--- src/rtl/fetch_ctrl.sv ---
// rtl/fetch_ctrl.sv - instruction fetch/decode/execute sequencer for a 16-word program
//
// Runs a three-cycle FETCH -> DECODE -> EXEC loop over a 16-entry instruction
// memory and emits register-file writes for MOVI.
//
// Ports:
//   clk       rising-edge clock
//   rst_n     asynchronous active-low reset
//   start     run request, honoured only in IDLE or HALT
//   stop      stop request, latched while running; takes effect after EXEC
//   op        instruction word read combinationally at pc_out
//   pc_out    instruction memory address (always equals PC)
//   rf_we     register-file write strobe, one cycle per MOVI
//   rf_waddr  register-file write address (holds when rf_we=0)
//   rf_wdata  register-file write data (holds when rf_we=0)
//   busy      high in FETCH, DECODE, EXEC
//   halted    high in HALT
module fetch_ctrl #(
  parameter logic [3:0] RESET_PC = 4'd0
) (
  input  logic        clk,
  input  logic        rst_n,
  input  logic        start,
  input  logic        stop,
  input  logic [31:0] op,
  output logic [3:0]  pc_out,
  output logic        rf_we,
  output logic [3:0]  rf_waddr,
  output logic [3:0]  rf_wdata,
  output logic        busy,
  output logic        halted
);

  localparam logic [3:0] OPC_MOVI = 4'd0;
  localparam logic [3:0] OPC_JMP  = 4'd1;
  localparam logic [3:0] OPC_HALT = 4'd15;

  typedef enum logic [2:0] {
    S_IDLE,
    S_FETCH,
    S_DECODE,
    S_EXEC,
    S_HALT
  } state_t;

  state_t      state, state_nx;
  logic [3:0]  pc, pc_nx;
  logic        stop_pend, stop_pend_nx;
  logic [31:0] ir;
  logic [3:0]  opc_q, rd_q, imm_q, tgt_q;
  logic [3:0]  wa_hold, wd_hold;

  // Operand bits between imm4 and target carry no meaning for any opcode.
  logic unused_ir_bits;
  assign unused_ir_bits = ^ir[19:4];

  always_comb begin
    state_nx     = state;
    pc_nx        = pc;
    stop_pend_nx = stop_pend;
    case (state)
      S_IDLE, S_HALT: begin
        stop_pend_nx = 1'b0;
        if (start) begin
          state_nx = S_FETCH;
          pc_nx    = RESET_PC;
        end
      end
      S_FETCH: begin
        state_nx = S_DECODE;
        if (stop) stop_pend_nx = 1'b1;
      end
      S_DECODE: begin
        state_nx = S_EXEC;
        if (stop) stop_pend_nx = 1'b1;
      end
      S_EXEC: begin
        // The instruction always completes; a stop seen this cycle counts too.
        stop_pend_nx = 1'b0;
        case (opc_q)
          OPC_JMP:  pc_nx = tgt_q;
          OPC_HALT: pc_nx = pc;
          default:  pc_nx = pc + 4'd1;
        endcase
        if (opc_q == OPC_HALT)
          state_nx = S_HALT;
        else if (stop_pend || stop)
          state_nx = S_IDLE;
        else
          state_nx = S_FETCH;
      end
      default: state_nx = S_IDLE;
    endcase
  end

  always_ff @(posedge clk or negedge rst_n) begin
    if (!rst_n) begin
      state     <= S_IDLE;
      pc        <= RESET_PC;
      stop_pend <= 1'b0;
      ir        <= 32'd0;
      opc_q     <= 4'd0;
      rd_q      <= 4'd0;
      imm_q     <= 4'd0;
      tgt_q     <= 4'd0;
      wa_hold   <= 4'd0;
      wd_hold   <= 4'd0;
    end else begin
      state     <= state_nx;
      pc        <= pc_nx;
      stop_pend <= stop_pend_nx;
      if (state == S_FETCH) ir <= op;
      if (state == S_DECODE) begin
        opc_q <= ir[31:28];
        rd_q  <= ir[27:24];
        imm_q <= ir[23:20];
        tgt_q <= ir[3:0];
      end
      if (rf_we) begin
        wa_hold <= rd_q;
        wd_hold <= imm_q;
      end
    end
  end

  // Strobe decoded from registered state so a reset drops it immediately.
  assign rf_we    = (state == S_EXEC) && (opc_q == OPC_MOVI);
  assign rf_waddr = rf_we ? rd_q  : wa_hold;
  assign rf_wdata = rf_we ? imm_q : wd_hold;
  assign pc_out   = pc;
  assign busy     = (state == S_FETCH) || (state == S_DECODE) || (state == S_EXEC);
  assign halted   = (state == S_HALT);

endmodule
--- config.mk ---
export PLATFORM = sky130hd
export DESIGN_NAME = fetch_ctrl
export DESIGN_NICKNAME = d
export VERILOG_FILES = /design/src/rtl/fetch_ctrl.sv
export SDC_FILE = /design/constraint.sdc
export NUM_CORES = 1
export LEC_CHECK = 0
export CORE_MARGIN = 4
export CORE_UTILIZATION = 38
export DETAILED_ROUTE_END_ITERATION = 7
export PLACE_DENSITY = 0.76
export SYNTH_ARGS = -nofsm -noshare
export SYNTH_HDL_FRONTEND = slang
export SYNTH_SLANG_ARGS = --single-unit
--- constraint.sdc ---
create_clock -name clk -period 1.5 [get_ports clk]
set_input_delay 0.225 -clock clk [delete_from_list [all_inputs] [get_ports clk]]
set_output_delay 0.225 -clock clk [all_outputs]
set_load 0.01 [all_outputs]
==> results of run 1 <==
[through the flow]
step / TNS, ns / utilization / instance area (um2) / hold slack, ns
final: -4.526 / 0.6049 / 2933 / 0.3864
after global routing: -6.115 / 0.6049 / 2933 / 0.4396
after CTS: -4.403 / 0.5752 / 2789 / 0.4025
after detailed placement: -4.573 / 0.5185 / 2514 / 0.1963
after global placement: -4.030 / 0.5185 / 2514 / 0.1751
after floorplan: 0 / - / 1961 / -0.07059
[critical path: stages (launching register included)]
cell and delay, ns:
dfrtp_1 0.42, nor4_4 0.31, buf_4 0.18, nand2_4 0.06, buf_6 0.12, mux2_4 0.30
buf_6 0.12
[cells in the mapped netlist, drive strengths merged]
library cell	number
and3b	1
nand3b	1
ha	1
nand2	6
nor4b	2
nor4	1
o21ai	7
nor2	5
and4b	1
nor3b	2
buf	3
or2	1
mux2i	1
a21oi	4
o22ai	1
nand4	1
mux2	40
nand3	2
a21boi	1
dfrtp	48
nor3	2
a22oi	1
inv	3
[power breakdown]
part           switching (mW)  internal, mW
combinational            1.20          1.99
clock                   0.396         0.411
sequential              0.379          1.95
[cell type report]
cell class              count  area [um2]
well taps                  67       83.83
flip-flops and latches     48        1201
clock buffers               7       96.34
fillers                   344        1916
repair buffers             68       696.9
inverters                   3       13.76
multi-input cells          82       840.8
[sequential cells by signal, summed over array words and instances, names as in the netlist]
name	count
state	3
tgt_q	4
wd_hold	4
imm_q	4
pc_out	4
ir	16
rd_q	4
wa_hold	4
opc_q	4
stop_pend	1
[worst paths after layout]
kind | start | end | slack, ns
worst max register to register | opc_q[1]$_DFFE_PN0P_ | pc_out[1]$_DFFE_PN0P_ | -0.04
min in group clk | wd_hold[3]$_DFF_PN0_ | wd_hold[3]$_DFF_PN0_ | 0.50
worst min register to register | wd_hold[3]$_DFF_PN0_ | wd_hold[3]$_DFF_PN0_ | 0.50
worst min-delay path | rst_n | ir[24]$_DFFE_PN0P_ | 0.39
worst max-delay path | opc_q[0]$_DFFE_PN0P_ | rf_waddr[3] | -0.54
max in group asynchronous | rst_n | tgt_q[3]$_DFFE_PN0P_ | 0.60
[kinds of logic (layout without fill, tap and decap cells)]
| group | Yosys count | count (layout) | share of synthesized area |
|---|---|---|---|
| muxes | 41 | 41 | 0.2348 |
| DFF | 48 | 48 | 0.6126 |
| buffers and inverters | 6 | 78 | 0.01787 |
| adders and majority gates | 1 | 1 | 0.006381 |
| and+or+nand+nor | 25 | 26 | 0.08935 |
| AOI/OAI and AO/OA | 14 | 14 | 0.03893 |
[per-layer routing]
metal | global-route usage | vias to the layer above | routed length [um]
met2 | 0.2771 | 26 | 2427
li1 | - | 628 | -
met4 | 0.04899 | 0 | 53
met3 | 0.04515 | 7 | 192
met5 | 0 | - | 0
met1 | 0.1645 | 674 | 1742
[what timing repair did]
item	CTS	global route
buffers inserted	12	5
setup endpoints to repair	27	38
pin swaps	5	5
hold buffers	1	0
hold endpoints to repair	17	0
cloned	2	0
resized for setup	63	36
==> flow_metrics.env, run 1 <==
export IMPL_status="finished, violations left"
export IMPL_violations="setup timing"
export IMPL_relSlewSlack=0.7040
export IMPL_clockRootBuffer="clkbuf_8"
export IMPL_maxSlewViolCount=0
export IMPL_routed_wl_mm=4.415
export IMPL_coreArea_mm2=0.004848
export IMPL_crit_type="reg2out"
export IMPL_routabilityCongestion=0.7785
export IMPL_synth_top_area_cell="dfrtp_1"
export IMPL_first_pass_iters=3
export IMPL_numCtsBuffers=5
export IMPL_maxCapViolCount=0
export IMPL_drc_errors=0
export IMPL_grt_pass1_wl_mm=7.231
export IMPL_final_cell_mix="dfrtp_1, mux2_2, clkdlybuf4s50_1"
export IMPL_yosysUniqueCellTypes=30
export IMPL_layout_commonest_cell="dfrtp_1"
export IMPL_syn_area_per_cell_um2=14.52
export IMPL_power_total_mw=6.323
export IMPL_std_cell_rows=25
export IMPL_max_freq_mhz=490.9
export IMPL_tightest_slew_ns=0.4440
export IMPL_postRouteAntennaNets=0
export IMPL_htreeDepth=2
export IMPL_syn_nets=172
export IMPL_synth_top_area_share=0.6126
export IMPL_clkSinkCount=48
export IMPL_initial_utilization=0.4044
export IMPL_ys_ff_latch=48
export IMPL_vdd_drop_max_uv=1212
export IMPL_clkTransAtPathRegs_ns=0.09
export IMPL_grt_util_all_layers=0.1507
export IMPL_gr_total_overflow=0
export IMPL_cts_path_max_buffers=2
export IMPL_crit_path_end_kind="output pin"
export IMPL_die_width_um=79.83
export IMPL_finalSetupViolations=14
export IMPL_area_growth_pct=49.59
export IMPL_synthesis_area_mm2=0.001961
export IMPL_r2r_cells=6
export IMPL_cts_tree="built"
export IMPL_synth_area_leaders="dfrtp_1, mux2_2, o21ai_0"
export IMPL_antenna_found_initial=0
export IMPL_fin_crit_sh=1.358
export IMPL_period_minus_slack_ns=2.037
export IMPL_rsz0062_at_grt="yes"
export IMPL_setup_slack_ns=-0.5369
export IMPL_viasPerCell=4.855
export IMPL_drtIter0Drc=34
export IMPL_grt_pass1_vias=1522
export IMPL_hp_class="in2async"
export IMPL_worst_ep_arrival_time_ns=1.81
export IMPL_worst_endpoint_required_ns=1.27
export IMPL_drive_gt1_frac=0.5048
export IMPL_pwr_density_cell_mw_per_mm2=2156
export IMPL_placed_cells=249
export IMPL_final_cell_count_no_fill=275
export IMPL_port_buffers=34
export IMPL_p_leak_nw=1.350
export IMPL_grt_start_max_net_pins=32
export IMPL_fp_dieArea_mm2=0.006373
export IMPL_skew_ns=0.01049
export IMPL_die_y_um=79.83
export IMPL_ys_seq_area_frac=0.6126
export IMPL_num_antenna_cells=0
export IMPL_crit_fanout=4
export IMPL_fin_nets=245
export IMPL_place_ws_ns=-0.5430
export IMPL_finalHoldViolCount=0
export IMPL_ys_warn_count=0
export IMPL_dr_total_vias=1335
export IMPL_synth_cells=135
export IMPL_clock_latency_ns=0.30
export IMPL_cp_start_kind="flop"
export IMPL_dp_final_hpwl_mm=2.949
export IMPL_wire_per_inst_um=16.05
export IMPL_boundaryPins=51
No activity file was read; power rests on OpenSTA's default activity.
==> inputs of run 2 (changes only) <==
Settings changed: CORE_UTILIZATION 38 to 43, PLACE_DENSITY 0.76 to 0.83.
==> run 2 against run 1 <==
The run still ends with setup timing left. Maximum frequency rose by 6.1%. Highest routed layer unchanged. Cell area rose by 1.3%. Via count rose by 1.9%. Combinational power rose by 4%. Cell count fell by 4.7%. Register-to-register slack barely moved. Clock skew fell by 0.0067 ns.
==> flow_metrics.env, run 2 (synthesized netlist as in run 1, its figures left out) <==
export IMPL_status="finished, violations left"
export IMPL_violations="setup timing"
export IMPL_wire_per_inst_um=17.79
export IMPL_setup_slack_ns=-0.4207
export IMPL_clkSinkCount=48
export IMPL_drive_gt1_frac=0.5190
export IMPL_cts_path_max_buffers=2
export IMPL_grt_use_met3=0.04881
export IMPL_finalHoldViolCount=0
export IMPL_antenna_found_initial=0
export IMPL_drc_errors=0
export IMPL_viasPerCell=5.191
export IMPL_pwr_density_cell_mw_per_mm2=2203
export IMPL_htreeDepth=2
export IMPL_ff2ff_setup_slack_ns=-0.04
export IMPL_clockRootBuffer="clkbuf_8"
export IMPL_die_width_um=75.53
export IMPL_max_freq_mhz=520.7
export IMPL_skew_ns=0.003738
export IMPL_routed_wl_mm=4.660
export IMPL_num_antenna_cells=0
export IMPL_fin_crit_sh=1.280
export IMPL_maxSlewViolCount=0
export IMPL_top_register="ir"
export IMPL_initial_utilization=0.4472
export IMPL_first_pass_iters=4
export IMPL_rsz0062_at_grt="yes"
export IMPL_tightest_slew_ns=0.3288
export IMPL_area_growth_pct=51.56
export IMPL_clkTransAtPathRegs_ns=0.09
export IMPL_gr_total_overflow=0
export IMPL_dp_final_hpwl_mm=2.836
export IMPL_boundaryPins=51
export IMPL_finalSetupViolations=20
export IMPL_crit_fanout=4
export IMPL_utilization=0.6778
export IMPL_port_buffers=34
export IMPL_grt_pass1_vias=1444
export IMPL_place_ws_ns=-0.4928
export IMPL_busiest_layer="met2"
export IMPL_final_cell_mix="dfrtp_1, mux2_2, buf_6"
export IMPL_vdd_drop_max_uv=1173
export IMPL_numCtsBuffers=5
export IMPL_maxCapViolCount=0
export IMPL_coreArea_mm2=0.004384
export IMPL_period_minus_slack_ns=1.921
export IMPL_layout_commonest_cell="dfrtp_1"
export IMPL_hp_class="in2async"
export IMPL_cts_tree="built"
export IMPL_crit_type="reg2out"
export IMPL_cp_start_kind="flop"
export IMPL_worst_endpoint_required_ns=1.27
export IMPL_use_met2=0.2474
export IMPL_p_leak_nw=1.376
export IMPL_n_fill_cell=308
export IMPL_std_cell_rows=24
export IMPL_postRouteAntennaNets=0
export IMPL_met1_usage=0.2019
export IMPL_die_y_um=75.53
export IMPL_grt_start_max_net_pins=24
export IMPL_largest_register_ffs=16
export IMPL_crit_path_end_kind="output pin"
export IMPL_fin_nets=246
export IMPL_fp_dieArea_mm2=0.005704
export IMPL_routabilityCongestion=0.7872
export IMPL_grt_util_all_layers=0.1561
export IMPL_multi_input_area_um2=823.3
export IMPL_grt_pass1_wl_mm=6.589
export IMPL_regArea_mm2=0.001201
export IMPL_dr_total_vias=1360
export IMPL_drtIter0Drc=24
export IMPL_worst_ep_arrival_time_ns=1.70
export IMPL_relSlewSlack=0.7808
export IMPL_clock_latency_ns=0.30
==> run 2: changes by cell type in the layout (fill, tap and decap cells not counted), moves of 3 or more <==
cell and delta:
buf_6 +7, buf_2 -3, clkbuf_16 +3, mux2_2 +3, mux2_4 -3
==> run 2: cell type report <==
cell class | count | area share
flip-flops and latches | 48 | 0.4042
multi-input cells | 81 | 0.2771
inverters | 3 | 0.004632
clock inverters | 3 | 0.01432
well taps | 52 | 0.02189
clock buffers | 5 | 0.02316
repair buffers | 70 | 0.2547
==> run 2: path summary, 6_finish.rpt <==
check,start,end,cells past startpoint
max,opc_q[1]$_DFFE_PN0P_,rf_wdata[1],5
min reg2reg,rd_q[0]$_DFFE_PN0P_,rd_q[0]$_DFFE_PN0P_,1
max reg2reg,state[0]$_DFFE_PN0P_,ir[3]$_DFFE_PN0P_,6
min,rst_n,wa_hold[0]$_DFF_PN0_,2
max in group asynchronous,rst_n,pc_out[3]$_DFFE_PN0P_,3
min in group clk,rd_q[0]$_DFFE_PN0P_,rd_q[0]$_DFFE_PN0P_,1
==> run 2: report_power, final <==
part,switching [mW],internal (mW)
Sequential,0.348,1.95
Combinational,1.24,2.08
Clock,0.439,0.493
Total,2.03,4.52
==> run 2: per-layer routing <==
| layer | vias up | wire (um) |
|---|---|---|
| li1 | 628 | - |
| met1 | 690 | 1992 |
| met2 | 36 | 2380 |
| met3 | 6 | 219 |
| met4 | 0 | 68 |
| met5 | - | 0 |
==> run 2: through the flow <==
| step | power, mW | cells | hold WS (ns) | TNS, ns | instance area, um2 |
|---|---|---|---|---|---|
| after global placement | 4.580 | 236 | 0.1298 | -3.896 | 2510 |
| after global routing | 6.904 | 262 | 0.3502 | -5.594 | 2972 |
| final | 6.548 | 262 | 0.3378 | -3.901 | 2972 |
| after floorplan | 3.658 | 135 | -0.07059 | 0 | 1961 |
| after CTS | 5.931 | 253 | 0.3352 | -3.853 | 2749 |
| after detailed placement | 4.748 | 236 | 0.1415 | -4.344 | 2510 |
==> run 2: critical path, cell delays in order (launching register included) <==
cell     delay [ns]
dfrtp_1        0.40
nor4_2         0.31
nand2_2        0.13
buf_6          0.15
mux2_2         0.29
buf_6          0.12
==> run 2: what timing repair did <==
action                                  in CTS  in global routing
hold buffers                                 1                  0
pin swaps                                    4                  9
cloned                                       0                  3
endpoints found under the setup margin      13                 49
endpoints found under the hold margin       12                  0
resized for setup                           70                 33
buffers inserted                             8                  9
